$ cat src/rtl/cpu_pkg.sv
// Shared fetch-path types and constants for the MIPS front end.
package cpu_pkg;

  localparam logic [31:0] NOP_INST         = 32'h0000_0000;
  localparam logic [31:0] RESET_PC_DEFAULT = 32'h0000_0000;

  typedef struct packed {
    logic [31:0] inst;
    logic [31:0] pc4;
  } fetch_entry_t;

  typedef enum logic [1:0] {
    IDLE = 2'd0,
    WAIT = 2'd1,
    DROP = 2'd2
  } fetch_state_e;

endpackage

$ cat src/rtl/if_fifo.sv
// Prefetch FIFO of {inst, pc4} entries; flush wins over a same-cycle push or pop.
module if_fifo
  import cpu_pkg::*;
#(
  parameter int unsigned DEPTH = 4
) (
  input  logic                     clk,
  input  logic                     rst_n,
  input  logic                     push,
  input  fetch_entry_t             push_data,
  input  logic                     pop,
  input  logic                     flush,
  output logic [$clog2(DEPTH):0]   count,
  output logic                     valid,
  output fetch_entry_t             head
);

  localparam int unsigned PW = $clog2(DEPTH);
  localparam int unsigned CW = PW + 1;

  fetch_entry_t  mem_q [DEPTH];
  logic [PW-1:0] wr_ptr_q, wr_ptr_d;
  logic [PW-1:0] rd_ptr_q, rd_ptr_d;
  logic [CW-1:0] count_q, count_d;
  logic          do_push;
  logic          do_pop;

  always_comb begin
    do_pop  = pop && !flush && (count_q != '0);
    do_push = push && !flush && ((count_q != CW'(DEPTH)) || do_pop);
    if (flush) begin
      wr_ptr_d = '0;
      rd_ptr_d = '0;
      count_d  = '0;
    end else begin
      wr_ptr_d = wr_ptr_q + PW'(do_push);
      rd_ptr_d = rd_ptr_q + PW'(do_pop);
      count_d  = count_q + CW'(do_push) - CW'(do_pop);
    end
  end

  always_ff @(posedge clk) begin
    if (!rst_n) begin
      wr_ptr_q <= '0;
      rd_ptr_q <= '0;
      count_q  <= '0;
    end else begin
      wr_ptr_q <= wr_ptr_d;
      rd_ptr_q <= rd_ptr_d;
      count_q  <= count_d;
    end
  end

  // Storage carries no reset; the head mux hides unwritten slots behind valid.
  always_ff @(posedge clk) begin
    if (do_push) begin
      mem_q[wr_ptr_q] <= push_data;
    end
  end

  always_comb begin
    count = count_q;
    valid = (count_q != '0);
    head  = valid ? mem_q[rd_ptr_q] : '{inst: NOP_INST, pc4: 32'h0};
  end

endmodule

$ cat src/rtl/if_prefetch.sv
// Instruction-fetch front end: one outstanding imem request, results queued
// with their PC+4 for decode; redirects flush the queue and drop in-flight data.
module if_prefetch
  import cpu_pkg::*;
#(
  parameter int unsigned DEPTH    = 4,
  parameter logic [31:0] RESET_PC = RESET_PC_DEFAULT
) (
  input  logic        clk,
  input  logic        rst_n,
  output logic        imem_req,
  output logic [31:0] imem_addr,
  input  logic        imem_ack,
  input  logic [31:0] imem_rdata,
  input  logic        hold,
  input  logic        redirect,
  input  logic [31:0] redirect_addr,
  output logic        inst_valid,
  output logic [31:0] inst_out,
  output logic [31:0] pc4_out
);

  localparam int unsigned CW = $clog2(DEPTH) + 1;

  fetch_state_e state_q, state_d;
  logic [31:0]  fetch_pc_q, fetch_pc_d;
  logic [31:0]  addr_q, addr_d;

  logic [CW-1:0] fifo_count;
  logic          fifo_valid;
  fetch_entry_t  fifo_head;
  fetch_entry_t  push_entry;
  logic          push;
  logic          pop;
  logic [31:0]   redir_pc;
  logic [31:0]   addr_plus4;
  logic          room;
  logic          unused_redir_lsb;

  assign redir_pc         = {redirect_addr[31:2], 2'b00};
  assign unused_redir_lsb = ^redirect_addr[1:0];
  assign addr_plus4       = addr_q + 32'd4;
  // A redirect empties the queue at this edge, so it always leaves room.
  assign room             = redirect || (fifo_count < CW'(DEPTH));

  always_comb begin
    state_d    = state_q;
    fetch_pc_d = fetch_pc_q;
    addr_d     = addr_q;
    push       = 1'b0;
    pop        = fifo_valid && !hold && !redirect;
    push_entry = '{inst: imem_rdata, pc4: addr_plus4};
    case (state_q)
      IDLE: begin
        if (redirect) fetch_pc_d = redir_pc;
        if (room) begin
          state_d = WAIT;
          addr_d  = redirect ? redir_pc : fetch_pc_q;
        end
      end
      WAIT: begin
        if (imem_ack) begin
          state_d = IDLE;
          if (redirect) begin
            fetch_pc_d = redir_pc;
          end else begin
            push       = 1'b1;
            fetch_pc_d = addr_plus4;
          end
        end else if (redirect) begin
          state_d    = DROP;
          fetch_pc_d = redir_pc;
        end
      end
      DROP: begin
        if (redirect) fetch_pc_d = redir_pc;
        if (imem_ack) state_d = IDLE;
      end
      default: state_d = IDLE;
    endcase
  end

  always_ff @(posedge clk) begin
    if (!rst_n) begin
      state_q    <= IDLE;
      fetch_pc_q <= RESET_PC;
      addr_q     <= '0;
    end else begin
      state_q    <= state_d;
      fetch_pc_q <= fetch_pc_d;
      addr_q     <= addr_d;
    end
  end

  if_fifo #(
    .DEPTH (DEPTH)
  ) u_fifo (
    .clk       (clk),
    .rst_n     (rst_n),
    .push      (push),
    .push_data (push_entry),
    .pop       (pop),
    .flush     (redirect),
    .count     (fifo_count),
    .valid     (fifo_valid),
    .head      (fifo_head)
  );

  assign imem_req   = (state_q != IDLE);
  assign imem_addr  = addr_q;
  assign inst_valid = fifo_valid;
  assign inst_out   = fifo_head.inst;
  assign pc4_out    = fifo_head.pc4;

endmodule

$ cat config.mk
export PLATFORM = sky130hd
export DESIGN_NAME = if_prefetch
export DESIGN_NICKNAME = d
export VERILOG_FILES = /design/src/rtl/cpu_pkg.sv /design/src/rtl/if_fifo.sv /design/src/rtl/if_prefetch.sv
export SDC_FILE = /design/constraint.sdc
export NUM_CORES = 1
export LEC_CHECK = 0
export BUFFER_PORTS_ARGS = -buffer_cell sky130_fd_sc_hd__buf_2
export CAP_MARGIN = 0
export CELL_PAD_IN_SITES_DETAIL_PLACEMENT = 0
export CELL_PAD_IN_SITES_GLOBAL_PLACEMENT = 1
export CORE_ASPECT_RATIO = 1.2
export CORE_UTILIZATION = 49
export CTS_BUF_LIST = sky130_fd_sc_hd__clkbuf_4 sky130_fd_sc_hd__clkbuf_8 sky130_fd_sc_hd__clkbuf_16
export DETAILED_ROUTE_END_ITERATION = 8
export PLACE_DENSITY_LB_ADDON = 0.25
export REMOVE_ABC_BUFFERS = 1
export SLEW_MARGIN = 20
export SYNTH_ARGS = -nofsm -noshare
export SYNTH_HDL_FRONTEND = slang
export SYNTH_HIERARCHICAL = 1
export SYNTH_SLANG_ARGS = --single-unit
export TNS_END_PERCENT = 10
$ cat constraint.sdc
create_clock -name clk -period 9.9 [get_ports clk]
set_clock_uncertainty 0.05 [all_clocks]
set_input_delay 0.495 -clock clk [delete_from_list [all_inputs] [get_ports clk]]
set_output_delay 0.495 -clock clk [all_outputs]
set_load 0.005 [all_outputs]
==> results.sh <==
export IMPL_status="finished, final reports clean"
export IMPL_gp_congestion=0.754
export IMPL_slew_viol_final=0
export IMPL_start_util_pct=49.7
export IMPL_synth_seq_cells=329
export IMPL_yosysTopAreaCell="edfxtp_1"
export IMPL_grt_setup_unrepaired="no"
export IMPL_min_period_ps=4050
export IMPL_ctsHtreeMaxLevel=1
export IMPL_synth_area_per_cell_um2=16.0
export IMPL_p_total_uw=2950
export IMPL_port_buffers=164
export IMPL_setup_ws_ps=5850
export IMPL_timing_max_slew_rel_slack_pct=26.2
export IMPL_grt_pass1_vias=7823
export IMPL_clkSlewWorstSetupHoldPaths_ps=70
export IMPL_ys_types=64
export IMPL_finalSetupViolCount=0
export IMPL_cts_buffer_depth=3
export IMPL_nNetsFinal=1098
export IMPL_clock_latency_ps=550
export IMPL_ys_seq_area_share_pct=66.0
export IMPL_ctsResizeCount=0
export IMPL_dp_hpwl_mm=18.1
export IMPL_grt_usage_pct=21.0
export IMPL_hold_class="input port to flop"
export IMPL_cp_arrival_ps=4490
export IMPL_die_x_um=156
export IMPL_syn_inst=865
export IMPL_post_place_ws_ps=5650
export IMPL_syn_area_um2=13900
export IMPL_p_leak_uw=0.00607
export IMPL_ioPinCount=167
export IMPL_holdBufCountCts=0
export IMPL_grt_max_degree=71
export IMPL_final_setup_tns_ps=0
export IMPL_clock_fmax_mhz=247
export IMPL_drc_errors=0
export IMPL_placed_cells=1370
export IMPL_async_flop_share_pct=0
export IMPL_cp_data_required_time_ps=10340
export IMPL_die_area_um2=29000
export IMPL_power_per_cell_area_nw_per_um2=184
export IMPL_synth_top_area_share_pct=55.4
export IMPL_synth_edff_count=256
export IMPL_instances_no_fill=1426
export IMPL_crit_slowest_cell="and2_0"
export IMPL_reg2reg_from="state_q[0]$_SDFFE_PN0P_"
export IMPL_diodes=0
export IMPL_yosys_cell_count_top_type="edfxtp_1"
export IMPL_routed_wl_mm=29.9
export IMPL_cap_viol_max_count=0
export IMPL_finalCritPeriodShare_pct=40.9
export IMPL_path_max_fanout=13
export IMPL_antenna_found_initial=0
export IMPL_vias_per_cell=5.59
export IMPL_num_rows=67
export IMPL_vias=7972
export IMPL_drtIter0Drc=408
export IMPL_drive_gt1_share_pct=30.5
export IMPL_ant_nets=0
export IMPL_numCtsBuffers=30
export IMPL_grt_pass1_wl_mm=45.6
export IMPL_fillerInstances=2275
export IMPL_dominantRegCellSynth="edfxtp_1"
export IMPL_overflow=0
export IMPL_tritoncts="done"
export IMPL_path_cells="and2_0, nand2_1, nor2_1, nand2b_1, or2_2, ha_1, inv_1, ha_1, fa_1, xor3_1, nor2_1"
export IMPL_wl_per_cell_um=21.0
export IMPL_synth_top_cells_by_area="edfxtp_1 55%, dfxtp_1 11%, mux4_2 9.7%, and2_1 3.2%, o211a_1 2.2%"
export IMPL_critPathLaunchType="flop"
export IMPL_worstSetupPathType="flop to flop"
export IMPL_die_y_um=186
export IMPL_firstDrtPassIters=4
export IMPL_tightest_slew_ps=1100
export IMPL_max_stage_delay_ps=710
export IMPL_post_cts_buffers=0
export IMPL_startpoint="state_q[0]$_SDFFE_PN0P_"
export IMPL_cts_root_buf="clkbuf_16"
export IMPL_min_from="imem_ack"
export IMPL_hold_violations=0
export IMPL_endpoint_kind="flop"
export IMPL_clock_sinks=329
export IMPL_core_um2=27900
export IMPL_ir_drop_mv=0.154
export IMPL_synth_commonest_cells="256 x edfxtp_1, 73 x dfxtp_1, 72 x and2_1, 60 x mux4_2, 57 x nand2_1"
export IMPL_yosysWarningCount=6
export IMPL_syn_to_final_growth_pct=15.7
==> sequential cells by signal, summed over array words and instances (netlist names) <==
| register | count |
|---|---|
| u_fifo/count | 3 |
| state_q | 2 |
| u_fifo/rd_ptr_q | 2 |
| fetch_pc_q | 32 |
| u_fifo/mem_q | 256 |
| u_fifo/wr_ptr_q | 2 |
| imem_addr | 32 |
==> through the flow <==
stage	util [%]	hold slack, ps	cell area, µm²
after CTS	57.5	76.6	16000
after global routing	57.5	86.2	16000
final	57.5	96.6	16000
after floorplan	-	404	13500
after detailed placement	53.6	433	15000
after global placement	53.6	421	15000
==> final timing paths <==
| check | endpoint | slack [ps] | cells past startpoint |
|---|---|---|---|
| max | u_fifo/count[2]$_SDFF_PP0_ | 5850 | 11 |
| min | state_q[1]$_SDFFE_PN0P_ | 100 | 2 |
| max reg2reg | u_fifo/count[2]$_SDFF_PP0_ | 5850 | 11 |
| min reg2reg | imem_addr[1]$_SDFFE_PN0P_ | 450 | 2 |
==> logic make-up after synthesis <==
kind of cell	Yosys count	share of synthesized area, %
flip-flops	329	66.0
AND/OR/NAND/NOR	225	9.17
AO/OA/AOI/OAI	127	7.36
multiplexers	92	12.5
buffers and inverters	61	2.68
XOR/XNOR	25	1.69
adder cells (fa/ha/maj)	6	0.596
==> cells in the final DEF (no fill, tap or decap), types with 21 or more instances in the layout <==
master / synthesis / routed
nor2_1: 26 / 25
and2_1: 72 / 72
nand2_1: 57 / 57
edfxtp_1: 256 / 256
clkbuf_16: 0 / 31
dfxtp_1: 73 / 71
mux2i_1: 27 / 27
o211a_1: 30 / 30
xnor2_1: 21 / 21
mux4_2: 60 / 60
buf_2: 8 / 164
==> critical path: cells and delay by family (launching register included) <==
family | cells | cell delay, ps
adders and majority gates | 3 | 840
xor gates and xnor gates | 1 | 360
and+or+nand+nor | 6 | 2240
DFF | 1 | 440
buffers and inverters | 1 | 50
==> layout make-up <==
cell class	count	area (µm²)	share of cell area [%]
Sequential cell	329	9160	57.1
Multi-Input combinational cell	475	4380	27.3
Clock buffer	48	960	5.98
Timing Repair Buffer	178	926	5.77
Tap cell	379	474	2.95
Clock inverter	8	115	0.717
Inverter	9	33.8	0.210
==> routing by layer <==
layer	up-vias	track usage, %	wire length [µm]
met5	-	0	0
met4	0	4.55	417
met3	28	3.17	1340
met2	200	37.4	15500
met1	4043	27.4	12700
li1	3701	-	-
==> power breakdown <==
part           internal [µW]  switching (µW)
registers               1520            33.3
clock network            740             482
logic                   69.9            98.3
(Power assumes the default switching activity.)
